## src/rtl/decimal_entry_accumulator.sv

```systemverilog
// Keypad-to-binary decimal entry: accumulates one-hot digit presses, commits on enter, aborts on clear.
// Optional backspace support (bksp port plus divide-by-ten path) when DIGIT_BACKSPACE_EN is defined.
module decimal_entry_accumulator #(
    parameter  int unsigned MAX_DIGITS = 4,
    parameter  int unsigned OUT_W      = 14,
    parameter  int unsigned WRAP_MODE  = 0,
    localparam int unsigned CNT_W      = $clog2(MAX_DIGITS + 1)
) (
    input  logic             clk,
    input  logic             rst_n,
    input  logic [9:0]       inputNums,
    input  logic             enter,
    input  logic             clear,
`ifdef DIGIT_BACKSPACE_EN
    input  logic             bksp,
`endif
    output logic [OUT_W-1:0] entry_val,
    output logic [CNT_W-1:0] digit_count,
    output logic [OUT_W-1:0] out_val,
    output logic             out_valid,
    output logic             overflow,
    output logic             busy
);

    localparam int unsigned     MUL_W = OUT_W + 4;
    localparam longint unsigned POW10 = 64'(10) ** MAX_DIGITS;

    // Elaboration-time parameter sanity checks.
    if (MAX_DIGITS < 1 || MAX_DIGITS > 9) begin : g_bad_digits
        $error("MAX_DIGITS must be in 1..9");
    end
    if (OUT_W < $clog2(POW10)) begin : g_bad_width
        $error("OUT_W too narrow for MAX_DIGITS decimal digits");
    end

    typedef enum logic [1:0] {
        S_EMPTY = 2'd0,
        S_ENTRY = 2'd1,
        S_FULL  = 2'd2
    } state_t;

    state_t           r_state;
    state_t           w_state_nxt;
    logic [9:0]       r_nums_q;
    logic [9:0]       r_nums_qq;
    logic             r_enter_q;
    logic             r_enter_qq;
    logic             r_clear_q;
    logic             r_clear_qq;
    logic [OUT_W-1:0] r_entry_val;
    logic [CNT_W-1:0] r_count;
    logic [OUT_W-1:0] r_out_val;
    logic             r_out_valid;
    logic             r_overflow;
    logic             r_busy;

    logic [OUT_W-1:0] w_val_nxt;
    logic [CNT_W-1:0] w_cnt_nxt;
    logic [OUT_W-1:0] w_out_nxt;
    logic             w_out_valid_nxt;
    logic             w_ovf_nxt;
    logic             w_digit_evt;
    logic             w_enter_evt;
    logic             w_clear_evt;
    logic [3:0]       w_digit;
    logic [OUT_W-1:0] w_acc;
    logic [CNT_W-1:0] w_cnt_inc;

    // A digit press needs a clean one-hot code following an all-zero (released) sample.
    assign w_digit_evt = $onehot(r_nums_q) && (r_nums_qq == 10'd0);
    assign w_enter_evt = r_enter_q & ~r_enter_qq;
    assign w_clear_evt = r_clear_q & ~r_clear_qq;
    assign w_acc       = OUT_W'(MUL_W'(r_entry_val) * MUL_W'(10) + MUL_W'(w_digit));
    assign w_cnt_inc   = r_count + CNT_W'(1);

    always_comb begin
        w_digit = 4'd0;
        for (int i = 0; i < 10; i++) begin
            if (r_nums_q[i]) begin
                w_digit = 4'(i);
            end
        end
    end

`ifdef DIGIT_BACKSPACE_EN
    logic r_bksp_q;
    logic r_bksp_qq;
    logic w_bksp_evt;

    assign w_bksp_evt = r_bksp_q & ~r_bksp_qq;

    always_ff @(posedge clk or negedge rst_n) begin
        if (!rst_n) begin
            r_bksp_q  <= 1'b0;
            r_bksp_qq <= 1'b0;
        end else begin
            r_bksp_q  <= bksp;
            r_bksp_qq <= r_bksp_q;
        end
    end
`endif

    // Next-state and next-output logic; priority clear > enter > bksp > digit.
    always_comb begin
        w_state_nxt     = r_state;
        w_val_nxt       = r_entry_val;
        w_cnt_nxt       = r_count;
        w_out_nxt       = r_out_val;
        w_out_valid_nxt = 1'b0;
        w_ovf_nxt       = 1'b0;
        if (w_clear_evt) begin
            w_state_nxt = S_EMPTY;
            w_val_nxt   = '0;
            w_cnt_nxt   = '0;
            w_out_nxt   = '0;
        end else if (w_enter_evt) begin
            w_state_nxt     = S_EMPTY;
            w_out_nxt       = r_entry_val;
            w_out_valid_nxt = 1'b1;
            w_val_nxt       = '0;
            w_cnt_nxt       = '0;
        end
`ifdef DIGIT_BACKSPACE_EN
        else if (w_bksp_evt) begin
            if (r_state != S_EMPTY) begin
                w_val_nxt   = r_entry_val / OUT_W'(10);
                w_cnt_nxt   = r_count - CNT_W'(1);
                w_state_nxt = (r_count == CNT_W'(1)) ? S_EMPTY : S_ENTRY;
            end
        end
`endif
        else if (w_digit_evt) begin
            if (r_state == S_FULL) begin
                w_ovf_nxt = 1'b1;
                if (WRAP_MODE != 0) begin
                    w_val_nxt   = OUT_W'(w_digit);
                    w_cnt_nxt   = CNT_W'(1);
                    w_state_nxt = (MAX_DIGITS == 1) ? S_FULL : S_ENTRY;
                end
            end else begin
                w_val_nxt   = w_acc;
                w_cnt_nxt   = w_cnt_inc;
                w_state_nxt = (w_cnt_inc == CNT_W'(MAX_DIGITS)) ? S_FULL : S_ENTRY;
            end
        end
    end

    always_ff @(posedge clk or negedge rst_n) begin
        if (!rst_n) begin
            r_state     <= S_EMPTY;
            r_nums_q    <= '0;
            r_nums_qq   <= '0;
            r_enter_q   <= 1'b0;
            r_enter_qq  <= 1'b0;
            r_clear_q   <= 1'b0;
            r_clear_qq  <= 1'b0;
            r_entry_val <= '0;
            r_count     <= '0;
            r_out_val   <= '0;
            r_out_valid <= 1'b0;
            r_overflow  <= 1'b0;
            r_busy      <= 1'b0;
        end else begin
            r_state     <= w_state_nxt;
            r_nums_q    <= inputNums;
            r_nums_qq   <= r_nums_q;
            r_enter_q   <= enter;
            r_enter_qq  <= r_enter_q;
            r_clear_q   <= clear;
            r_clear_qq  <= r_clear_q;
            r_entry_val <= w_val_nxt;
            r_count     <= w_cnt_nxt;
            r_out_val   <= w_out_nxt;
            r_out_valid <= w_out_valid_nxt;
            r_overflow  <= w_ovf_nxt;
            r_busy      <= (w_state_nxt != S_EMPTY);
        end
    end

    assign entry_val   = r_entry_val;
    assign digit_count = r_count;
    assign out_val     = r_out_val;
    assign out_valid   = r_out_valid;
    assign overflow    = r_overflow;
    assign busy        = r_busy;

endmodule

```

## config.mk

```make
export PLATFORM = sky130hd
export DESIGN_NAME = decimal_entry_accumulator
export DESIGN_NICKNAME = d
export VERILOG_FILES = /design/src/rtl/decimal_entry_accumulator.sv
export SDC_FILE = /design/constraint.sdc
export NUM_CORES = 1
export LEC_CHECK = 0
export ABC_CLOCK_PERIOD_IN_PS = 6000
export CORE_UTILIZATION = 30
export CTS_BUF_LIST = sky130_fd_sc_hd__clkbuf_2 sky130_fd_sc_hd__clkbuf_4 sky130_fd_sc_hd__clkbuf_8
export DETAILED_ROUTE_END_ITERATION = 7
export GPL_ROUTABILITY_DRIVEN = 1
export HOLD_SLACK_MARGIN = 0.1
export PLACE_DENSITY_LB_ADDON = 0.3
export SLEW_MARGIN = 5
export SYNTH_ARGS = -nofsm -noshare
export SYNTH_HDL_FRONTEND = slang
export SYNTH_SLANG_ARGS = --single-unit
```

## constraint.sdc

```tcl
create_clock -name clk -period 6 [get_ports clk]
set_clock_uncertainty 0.1 [all_clocks]
set_input_delay 1.2 -clock clk [delete_from_list [all_inputs] [get_ports clk]]
set_output_delay 1.2 -clock clk [all_outputs]
set_load 0.05 [all_outputs]
```

==> flow_summary_export.csv <==
group,metric,value,unit
power_and_ir_drop,internal_power,0.000646,W
worst_setup_path,slowest_stage,"sky130_fd_sc_hd__fa_1",
layout,finish.net_count,374,
clock_network,clkSlewWorstSetupHoldPaths,0.08,ns
layout,finalInstanceArea,0.00396,mm2
route,route.vias.total,2232,
grt,via_count_of_the_first_global_routing_pass,2269,
placed_design,buffer_ports.inserted,47,
sta,finalCritPeriodShare,0.739,
clock_network,maximum_level_of_the_cts_h_tree,3,
route,detailedRoute.firstIterationViolations,89,
grt,grtUsageTotal,0.137,
clock_network,tritoncts,"yes",
floorplanning,io_pins,48,
route,detail_route.drc_violations,0,
route,detailedRoute.firstPassIterationCount,4,
worst_setup_path,cp_slowest_stage_delay,0.52,ns
yosys,synth-warning-count,0,
floorplanning,core_area,0.00995,mm2
min_path,type_of_the_worst_min_delay_path,"reg -> reg",
yosys,syn_area,0.00314,mm2
clock_network,clk_path_buf_depth,2,
floorplanning,initial_core_util,0.315,
sta,hold_viol,0,
yosys,synth_top_area_frac,0.478,
sta,grt_setup_unrepaired,"no",
sta,worst_slew_margin_rel,0.260,
yosys,yosysTopAreaCell,"sky130_fd_sc_hd__dfrtp_1",
yosys,synthesized_area_per_cell,11.6,um2
clock_network,clk-insertion-delay-late,0.34,ns
worst_setup_path,path_cells,"fa_1 -> fa_1 -> inv_1 -> fa_1 -> inv_1 -> ha_1 -> inv_1 -> fa_1 -> a2111oi_2 -> o2111a_2 -> and3_1 -> nand4_1 -> or4_1 -> nand3_1",
route,wirelength_routed,6.79,mm
grt,pin_count_of_the_biggest_net_entering_global_routing,61,
layout,area_growth_syn_to_layout,26.2,%
yosys,synthArstFlopShare,1.00,
yosys,synth.top_cells.by_area,"sky130_fd_sc_hd__dfrtp_1 48%, sky130_fd_sc_hd__ha_1 10%, sky130_fd_sc_hd__fa_1 5.1%",
flow_run,max_cap_violations,0,
power_and_ir_drop,comb_power_share,0.092,
route,detail_route.vias_per_cell,4.81,
yosys,synth_enable_flop_cells,0,
sta,timing.final.max_slew_violations,0,
yosys,post_synth_inst_count,271,
clock_network,post_cts.resized_instances,0,
route,post_drt_wl_per_cell,14.6,um
grt,grt_first_pass_wirelength,11.7,mm
clock_network,tritoncts_num_sinks,60,
route,met2WireLength,3.07,mm
power_and_ir_drop,vdd.ir_drop.worst,0.115,mV
sta,whs,0.268,ns
floorplanning,die_w,104,um
power_and_ir_drop,seq_power_share,0.490,
worst_setup_path,worst_setup_path_end_kind,"register",
power_and_ir_drop,share_clk_of_total_power,0.418,
yosys,yosysUniqueCellTypes,54,
worst_setup_path,timing.critical_path.mode_cell,"sky130_fd_sc_hd__fa_1",
sta,period_needed,4.44,ns
worst_setup_path,timing.critical_path.fanout_max,8,
worst_setup_path,critical_path.startpoint_type,"register",
outcome,result_of_the_run,"finished, final reports clean",
sta,tightestPinTransition,1.11,ns
worst_setup_path,worstSetupPathType,"reg -> reg",
sta,setup_total_negative_slack,0,ns
floorplanning,num_rows,36,
clock_network,tritoncts.num_buffers,9,
clock_network,cts_hold_buf,0,
worst_setup_path,cp_top_family,"adder cells",
sta,setup_viol,0,
power_and_ir_drop,p_leak,1.82,nW
route,wl_met3,201,um
layout,antenna_cells,0,
floorplanning,die_y,104,um
layout,commonest_cells_after_routing_fill_and_taps_aside,"60 x sky130_fd_sc_hd__dfrtp_1, 46 x sky130_fd_sc_hd__clkdlybuf4s50_1, 26 x sky130_fd_sc_hd__ha_1",
route,wl_met1,3.41,mm
yosys,ys_ff_latch,60,
power_and_ir_drop,power.share.switching,0.244,
worst_setup_path,worstPathBufferInverterCount,3,
placed_design,detailedPlacementHpwl,4.80,mm
yosys,syn_nets,319,
yosys,synth_sequential_area_ratio,0.478,
worst_setup_path,cp.arrival,4.61,ns
layout,fraction_of_final_layout_cells_with_drive_strength_greater_than_1,0.0937,
yosys,ys_dominant_reg_cell,"sky130_fd_sc_hd__dfrtp_1",
sta,timing.fmax,225,MHz
worst_setup_path,cp_data_required_time,6.18,ns
placed_design,placed_cell_area,0.00377,mm2
placed_design,gp_congestion,0.783,
grt,initial_antenna_violation_count,0,
grt,globalRoute.totalOverflow,0,
power_and_ir_drop,power.density,216,mW/mm2
power_and_ir_drop,net-switching-power,0.000209,W
clock_network,root_buffer,"sky130_fd_sc_hd__clkbuf_8",
route,final_antenna_violating_net_count,0,
layout,most_common_cell_after_layout_fill_and_taps_aside,"sky130_fd_sc_hd__dfrtp_1",
clock_network,cts_setup_buffers,0,
floorplanning,dieArea,0.0109,mm2
power_and_ir_drop,total_power,0.000855,W
route,route.top_layer_used,"met4",
## flip-flops by register name (all words and copies together), names as in the netlist, 2 cells and up
| signal | cells |
|---|---|
| r_nums_q | 10 |
| r_nums_qq | 10 |
| r_state | 2 |
| out_val | 14 |
| digit_count | 3 |
| entry_val | 14 |
## synthesized netlist by cell type (all sizes together) (2+ instances only)
cell type,count
xor2,9
buf,4
dfrtp,60
a211oi,2
or4,2
nor2,9
nand4,3
or2,2
nor3b,6
a21oi,9
nor4,4
nand3,5
a21o,5
nor2b,4
o31ai,2
a22o,18
clkbuf,2
fa,8
a31oi,2
nor3,3
ha,26
nand2,23
o21ai,16
a211o,2
xnor2,4
and2,2
a21boi,2
inv,18
o21bai,3
nand2b,2
## metal layers
layer / global-route usage / vias to the layer above
met2: 0.201 / 45
li1: - / 1089
met5: 0 / -
met3: 0.0363 / 11
met1: 0.195 / 1087
met4: 0.0490 / 0
## per-stage QoR
step,worst slack (ns),utilization,std cells
2_1_floorplan,1.92,-,271
3_3_place_gp,1.72,0.379,448
3_5_place_dp,1.63,0.379,448
4_1_cts,1.58,0.398,464
5_1_grt,1.40,0.398,464
6_report,1.56,0.398,464
## path summary, 6_finish.rpt
path	depth (start not counted)	slack, ns	start	endpoint
max in group asynchronous	2	4.37	rst_n	entry_val[9]
hold reg to reg	0	0.27	r_clear_q	r_clear_qq
setup / recovery	14	1.56	r_nums_q[0]	entry_val[13]
hold / removal	0	0.27	r_clear_q	r_clear_qq
min in group asynchronous	2	0.91	rst_n	r_nums_q[6]
setup reg to reg	14	1.56	r_nums_q[0]	entry_val[13]
## worst register-to-register path, delay by kind of cell (launching register included)
kind | cells | cell delay [ns]
adders and majority gates | 5 | 2.02
and+or+nand+nor | 4 | 0.97
AOI/OAI and AO/OA | 2 | 0.71
DFF | 1 | 0.40
buffers and inverters | 3 | 0.17
## power groups by stage
| stage | Clock, W | Combinational [W] | Sequential [W] |
|---|---|---|---|
| floorplan | 0 | 0.0000472 | 0.000426 |
| global placement | 0 | 0.0000761 | 0.000427 |
| detailed placement | 0 | 0.0000803 | 0.000427 |
| CTS | 0.000367 | 0.0000804 | 0.000419 |
| global route | 0.000389 | 0.0000890 | 0.000420 |
| finish | 0.000357 | 0.0000787 | 0.000419 |
## final cells by class
type	instances	area, um2
Inverter	18	67.6
Tap cell	133	166
Sequential cell	60	1500
Multi-Input combinational cell	187	1550
Timing Repair Buffer	50	488
Clock inverter	5	52.6
Fill cell	959	5990
Clock buffer	11	139
## cells by family (layout without fill, tap and decap cells)
| logic type | Yosys count | in the layout | synth area share |
|---|---|---|---|
| AND/OR/NAND/NOR | 70 | 70 | 0.120 |
| flip-flops | 60 | 60 | 0.478 |
| XOR/XNOR | 14 | 14 | 0.0459 |
| multiplexers | 1 | 1 | 0.00319 |
| AO/OA/AOI/OAI | 68 | 68 | 0.167 |
| adder cells (fa/ha/maj) | 34 | 34 | 0.155 |
| buffers and inverters | 24 | 84 | 0.0307 |
Power figures use the tool's default switching activity.
